File: config.mk
export PLATFORM = sky130hd
export DESIGN_NAME = regs_wb_ctrl
export DESIGN_NICKNAME = d
export VERILOG_FILES = /design/src/rtl/regs_wb_ctrl.sv
export SDC_FILE = /design/constraint.sdc
export NUM_CORES = 1
export LEC_CHECK = 0
export BUFFER_PORTS_ARGS = -buffer_cell sky130_fd_sc_hd__buf_2
export CAP_MARGIN = 20
export CORE_ASPECT_RATIO = 1.2
export CORE_UTILIZATION = 40
export DETAILED_ROUTE_END_ITERATION = 16
export MAX_ROUTING_LAYER = met4
export SYNTH_ARGS = -nofsm -noshare
export SYNTH_HDL_FRONTEND = slang
export SYNTH_SLANG_ARGS = --single-unit
File: constraint.sdc
create_clock -name clk -period 2.57 [get_ports clk]
set_input_delay 0.1285 -clock clk [delete_from_list [all_inputs] [get_ports clk]]
set_output_delay 0.1285 -clock clk [all_outputs]
set_load 0.1 [all_outputs]
File: src/rtl/regs_wb_ctrl.sv
// Register-file write-back controller: merges in-order pipeline results with buffered
// long-latency results and tracks pending long-latency destinations for decode stalls.
module regs_wb_ctrl #(
    parameter int REG_ADDR_WIDTH = 5,
    parameter int REG_DATA_WIDTH = 32,
    parameter int FIFO_DEPTH     = 4
) (
    input  logic                      clk,
    input  logic                      rst,
    input  logic                      p_valid,
    output logic                      p_ready,
    input  logic [REG_ADDR_WIDTH-1:0] p_waddr,
    input  logic [REG_DATA_WIDTH-1:0] p_wdata,
    input  logic                      l_valid,
    output logic                      l_ready,
    input  logic [REG_ADDR_WIDTH-1:0] l_waddr,
    input  logic [REG_DATA_WIDTH-1:0] l_wdata,
    input  logic                      claim_valid,
    input  logic [REG_ADDR_WIDTH-1:0] claim_addr,
    input  logic [REG_ADDR_WIDTH-1:0] q_addr1,
    input  logic [REG_ADDR_WIDTH-1:0] q_addr2,
    output logic                      q_busy1,
    output logic                      q_busy2,
    output logic                      we,
    output logic [REG_ADDR_WIDTH-1:0] waddr,
    output logic [REG_DATA_WIDTH-1:0] wdata,
    output logic                      err
);

    localparam int REG_NUM = 1 << REG_ADDR_WIDTH;
    localparam int PTR_W   = $clog2(FIFO_DEPTH);
    localparam int CNT_W   = PTR_W + 1;

    typedef struct packed {
        logic [REG_ADDR_WIDTH-1:0] addr;
        logic [REG_DATA_WIDTH-1:0] data;
    } entry_t;

    typedef enum logic [1:0] {
        SEL_IDLE,
        SEL_PIPE,
        SEL_FIFO
    } sel_e;

    entry_t               fifo_q [FIFO_DEPTH];
    logic [PTR_W-1:0]     rd_ptr_q, rd_ptr_d;
    logic [PTR_W-1:0]     wr_ptr_q, wr_ptr_d;
    logic [CNT_W-1:0]     count_q, count_d;
    logic [REG_NUM-1:0]   pending_q, pending_d;
    logic                 err_q, err_d;
    logic                 we_q, we_d;
    logic [REG_ADDR_WIDTH-1:0] waddr_q, waddr_d;
    logic [REG_DATA_WIDTH-1:0] wdata_q, wdata_d;

    sel_e   sel;
    entry_t head;
    entry_t chosen;
    logic   full;
    logic   enq;
    logic   deq;
    logic   clear_hit;

    assign head    = fifo_q[rd_ptr_q];
    assign full    = (count_q == CNT_W'(FIFO_DEPTH));
    assign l_ready = !full;
    assign enq     = l_valid && l_ready;
    assign q_busy1 = pending_q[q_addr1];
    assign q_busy2 = pending_q[q_addr2];
    assign we      = we_q;
    assign waddr   = waddr_q;
    assign wdata   = wdata_q;
    assign err     = err_q;

    // NOTE: always_comb gives every output a default first, so no path can infer a latch.
    always_comb begin
        sel     = SEL_IDLE;
        p_ready = 1'b0;
        chosen  = '0;
        if (full) begin
            sel = SEL_FIFO;
        end else if (p_valid) begin
            sel     = SEL_PIPE;
            p_ready = 1'b1;
        end else if (count_q != '0) begin
            sel = SEL_FIFO;
        end

        if (sel == SEL_FIFO) begin
            chosen = head;
        end else if (sel == SEL_PIPE) begin
            chosen.addr = p_waddr;
            chosen.data = p_wdata;
        end
        deq = (sel == SEL_FIFO);

        we_d    = (sel != SEL_IDLE) && (chosen.addr != '0);
        waddr_d = chosen.addr;
        wdata_d = chosen.data;

        rd_ptr_d = deq ? rd_ptr_q + PTR_W'(1) : rd_ptr_q;
        wr_ptr_d = enq ? wr_ptr_q + PTR_W'(1) : wr_ptr_q;
        count_d  = count_q;
        if (enq && !deq) begin
            count_d = count_q + CNT_W'(1);
        end else if (deq && !enq) begin
            count_d = count_q - CNT_W'(1);
        end

        // Clear comes first so a same-edge claim of the retiring register re-sets it.
        clear_hit = deq && (head.addr == claim_addr);
        pending_d = pending_q;
        if (deq) begin
            pending_d[head.addr] = 1'b0;
        end
        err_d = err_q;
        if (claim_valid && (claim_addr != '0)) begin
            pending_d[claim_addr] = 1'b1;
            if (pending_q[claim_addr] && !clear_hit) begin
                err_d = 1'b1;
            end
        end
        pending_d[0] = 1'b0;
    end

    // NOTE: sequential state uses non-blocking assignments so every flop samples pre-edge values.
    always_ff @(posedge clk) begin
        if (rst) begin
            rd_ptr_q  <= '0;
            wr_ptr_q  <= '0;
            count_q   <= '0;
            pending_q <= '0;
            err_q     <= 1'b0;
            we_q      <= 1'b0;
            waddr_q   <= '0;
            wdata_q   <= '0;
        end else begin
            rd_ptr_q  <= rd_ptr_d;
            wr_ptr_q  <= wr_ptr_d;
            count_q   <= count_d;
            pending_q <= pending_d;
            err_q     <= err_d;
            we_q      <= we_d;
            waddr_q   <= waddr_d;
            wdata_q   <= wdata_d;
        end
    end

    // NOTE: the buffer storage is not reset; an entry is only read after count says it was written.
    always_ff @(posedge clk) begin
        if (!rst && enq) begin
            fifo_q[wr_ptr_q] <= '{addr: l_waddr, data: l_wdata};
        end
    end

endmodule
After elaboration in Yosys (flattened, before gate mapping)
Memories as Yosys holds them, arrays and structs flattened. A register that Yosys moved wholly into a read port is not among the register bits.
Index checks and enable logic that the tools add are counted.
{"block": "word_totals", "out_inout_bits": 43, "word_cells": 73, "n_memories": 1, "mem_bits_rw": 148, "regBits": 78, "inputBits": 94}
{"name": "fifo_q", "words": 4, "width": 37, "read_ports": 1, "rd_clocked_by_memory_dff": 1, "write_ports": 1, "line": "45", "rtl": "entry_t fifo_q [FIFO_DEPTH];"}
{"block": "op_classes", "eq_ne": 4, "bitwise_logic": 3, "n_addsub": 4, "magnitude_cmp": 6, "n_reduce_logical": 21, "mux": 25}
{"op": "$mux 37", "n": 2}
{"op": "$mux 32", "n": 2}
{"op": "$and 32x32->32", "n": 1}
{"op": "$not 32->32", "n": 1}
{"op": "$or 32x32->32", "n": 1}
{"op": "$lt 5x6->1 const B", "n": 4}
{"op": "$bmux 1 s5", "n": 3}
{"op": "$demux 1 s5", "n": 2}
{"op": "$ge 5x1->1 const B", "n": 2}
{"op": "$logic_and 1x1->1", "n": 10}
{"op": "$mux 2", "n": 5}
{"op": "$reduce_bool 5->1", "n": 2}
{"op": "$mux 1", "n": 9}
{"op": "$mux 3", "n": 2}
{"op": "$eq 5x5->1", "n": 1}
{"op": "$logic_not 1->1", "n": 5}
{"op": "$add 2x1->2 const B", "n": 2}
{"op": "$reduce_bool 2->1", "n": 2}
{"op": "$add 3x1->3 const B", "n": 1}
{"op": "$eq 3x3->1 const B", "n": 1}
{"op": "$reduce_bool 3->1", "n": 1}
{"op": "$sub 3x1->3 const B", "n": 1}
{"op": "$eq 2x1->1 const B", "n": 1}
{"op": "$eq 2x2->1 const B", "n": 1}
{"op": "$reduce_and 2->1", "n": 1}

Longest topological paths before layout
{"block": "logic_depth", "depth_word": 9, "depth_mapped": 10, "mapped_depth_nobuf": 10}

Least setup slack after synthesis
OpenSTA, ideal clock, no wires.
{"block": "synth_path", "path_kind": "register -> register", "start": "reg count_q[0]", "end": "mem fifo_q[0][0] in the netlist's numbering (enable)", "setup_ps": 398, "path_stages_with_launch": 6, "path_buffers": 0, "required_time_ps": 2172, "synth_period_minus_slack_ps": 2929, "arrival_time_ps": 2531, "path_slack_ps": -359, "path_cell_list": "dfxtp_1 > nor2_1 > nand2_1 > nand2_1 > nor2_1 > and2_1"}
{"block": "synth_via", "elab_chain_len": 6}
{"item": "start: declaration", "line": "48", "rtl": "logic [CNT_W-1:0] count_q, count_d;"}
{"item": "start signal: assignment", "line": "139", "rtl": "count_q <= count_d;"}
{"item": "$eq 3x3->1", "line": "64", "rtl": "assign full = (count_q == CNT_W'(FIFO_DEPTH));"}
{"item": "$logic_not 1->1", "line": "65", "rtl": "assign l_ready = !full;"}
{"item": "via l_ready", "line": "15", "rtl": "output logic l_ready,"}
{"item": "$logic_and 1x1->1", "line": "66", "rtl": "assign enq = l_valid && l_ready;"}
{"item": "$logic_and 1x1->1", "line": "150", "rtl": "if (!rst && enq) begin"}
{"item": "$mux 1", "line": "150"}
{"item": "$mux 1 (not written as such)", "line": "151", "rtl": "fifo_q[wr_ptr_q] <= '{addr: l_waddr, data: l_wdata};"}
{"item": "end: declaration", "line": "45"}
The timed path passes the listed nets, and every way through them passes these cells.

Worst setup path in the final report
{"block": "layout_path", "start": "reg pending_q[23]", "end": "out q_busy2"}
{"block": "layout_via", "elab_chain_len": 2}
{"item": "start: declaration", "line": "49", "rtl": "logic [REG_NUM-1:0] pending_q, pending_d;"}
{"item": "start signal: assignment", "line": "140", "rtl": "pending_q <= pending_d;"}
{"item": "$bmux 1 s5", "line": "68", "rtl": "assign q_busy2 = pending_q[q_addr2];"}
{"item": "$mux 1 (not written as such)", "line": "68"}
{"item": "end: declaration", "line": "23", "rtl": "output logic q_busy2,"}
No other way between the ends. The select of a mux whose other input is x is not followed.

==> results.ini <==
[status]
status = finished clean

[sta]
fin_setup_tns_ns = 0
final_max_slew_viol_count = 0
relSlewSlack_pct = 48.2
hold_viol = 0
rsz0062_at_grt = false
fin_crit_sh_pct = 97.8
setup_viol = 0
worstMarginPinSlew_ns = 0.775
fmax_ghz = 0.398
fin_crit_ns = 2.51
finalClockSkew_ns = 0.0114

[floorplan]
core_area_um2 = 22400
fp-row-count = 60
io_pins = 137
start_util_pct = 40.8
die_x_um = 140
die_h_um = 167
die_area_um2 = 23400

[layout]
final_cell_mix = edfxtp_1, buf_2, dfxtp_1
fin_area_um2 = 11600
final_common_cell = edfxtp_1
layout-area-overhead-vs-synth_pct = 27.5
layout.nets = 917
drive_above_1_share_pct = 31.3
stdcell_count = 1113

[synthesis]
syn_nets = 706
ys_warn_count = 0
netlist_area_um2 = 9120
synth-seq-cells = 227
synth_cells = 606
synth_seq_area_share_pct = 66.1
yosys.area.top_type_share_pct = 48.7
avgSynthCellArea_um2 = 15.1
synth_top_area_cell = edfxtp_1
synthTopCellsByArea = edfxtp_1, dfxtp_1, mux4_2, a22oi_1, nor2_1
ys_types = 35

[pwr]
power.density_nw_per_um2 = 942
power.leakage_nw = 4.18
irDropWorstVdd_v = 0.000645

[clock_tree]
cts_tree = built
cts_sinks = 227
post_cts_buffers = 0
clk_path_buf_depth = 3
root_buffer = clkbuf_16
htreeDepth = 1
path_clk_slew_ns = 0.06
clock_latency_ns = 0.50
cts_inserted_buffers = 23

[route]
postRouteAntennaNets = 0
viasPerCell = 5.41
first_pass_iters = 5
avgRoutedWirePerCell_um = 19.8
vias = 6025
drtIter0Drc = 429
drc = 0
totalWireLength_um = 22000

[hold_path]
hp-class = in2reg
min_path_cells = 3

[place]
dp.cells = 996
place_area_um2 = 10200
hpwl_um = 14300
gp_congestion = 0.923
port_buffers = 136

[setup_path]
startpoint_type = flop
reg2reg_depth = 6
critPathCaptureType = primary output
worstSetupPathType = reg2out
worst_ep_arrival_time_ns = 2.38
critical_path.max_fanout = 4
required_ns = 2.44

[grt]
antenna_found_initial = 1
grt_pass1_wl_um = 34000
track_usage_pct = 19.5
grt_pass1_vias = 6354
grt_start_max_net_pins = 57
grt_remaining_overflow = 0

[job]
drv_cap = 0

[report_power, final]
group / internal [mW] / leakage [nW] / switching, mW
registers: 4.22 / 1.99 / 0.155
clock network: 1.88 / 0.346 / 1.32
logic: 1.00 / 1.84 / 2.38
[path summary, 6_finish.rpt]
path                                               start                  endpoint  slack, ns
worst min register to register          err$_SDFFE_PP0P_          err$_SDFFE_PP0P_       0.47
worst max register to register   count_q[1]$_SDFFE_PP0P_  pending_q[19]$_SDFF_PP0_       0.30
worst min-delay path                          p_waddr[2]       waddr[2]$_SDFF_PP0_       0.05
worst max-delay path            pending_q[23]$_SDFF_PP0_                   q_busy2       0.06
[worst max-delay path, cell delays in order, from the launching register on]
cell and delay, ns:
dfxtp_1 0.34, mux4_2 0.51, mux4_2 0.48, mux2_2 0.27
buf_2 0.29
[cells in the mapped netlist, drive strengths merged]
cell / n
nand4: 1
nor2: 55
or3: 4
fa: 1
nor4: 1
nor4b: 1
a221oi: 2
nor3: 4
xnor2: 6
ha: 5
nand2: 43
clkbuf: 26
xor2: 4
nand2b: 3
nand3: 9
mux4: 62
or4: 1
a21oi: 33
o32ai: 1
o31ai: 1
edfxtp: 148
dfxtp: 79
inv: 10
mux2: 7
buf: 13
and2: 6
nor2b: 2
o21ai: 39
o31a: 1
a22oi: 37
mux2i: 1
[per-layer routing]
metal / global-route usage (%) / wire length (µm) / vias to the layer above
li1: - / - / 2760
met1: 23.0 / 8740 / 3015
met2: 34.7 / 11700 / 216
met3: 2.69 / 1250 / 34
met4: 5.78 / 373 / 0
met5: - / 0 / -
[area by class of cell]
cell class,instances,area (µm²)
Sequential cell,227,6030
Inverter,10,37.5
Clock buffer,29,608
Clock inverter,12,119
Timing Repair Buffer,225,1590
Antenna cell,1,2.50
Fill cell,1868,10700
Tap cell,279,349
Multi-Input combinational cell,330,2900
[logic make-up (layout without fill, tap and decap cells)]
family / count (synthesis) / count (layout) / share of synthesized area, %
AOI/OAI and AO/OA: 114 / 114 / 7.46
muxes: 70 / 70 / 16.3
xor gates and xnor gates: 10 / 10 / 0.960
adders and majority gates: 6 / 6 / 0.905
buffers and inverters: 49 / 276 / 2.25
DFF: 227 / 227 / 66.1
and+or+nand+nor: 130 / 130 / 6.09
other: 0 / 1 / 0
[sequential cells by signal, indices dropped and copies added, names as in the netlist, named ones only]
name / flops
waddr: 5
we: 1
count_q: 3
err: 1
pending_q: 31
wdata: 32
fifo_q: 148
wr_ptr_q: 2
rd_ptr_q: 2
[what timing repair did]
item / in CTS / in global routing
endpoints found under the hold margin: 186 / 0
resized for setup: 0 / 1
setup endpoints to repair: 0 / 1
hold buffers: 75 / 0
[per-stage QoR]
step	setup WS, ns	utilization, %	hold WS (ns)	total power [mW]
after floorplan	0.183	-	0.227	7.00
after global placement	0.428	45.4	0.338	7.69
after detailed placement	0.358	45.4	0.345	7.75
after CTS	0.0246	52.0	0.0200	11.1
after global routing	0.0155	52.0	0.0408	11.4
final	0.0574	52.0	0.0544	11.0
Note: power is estimated with default switching activity, not from simulation.
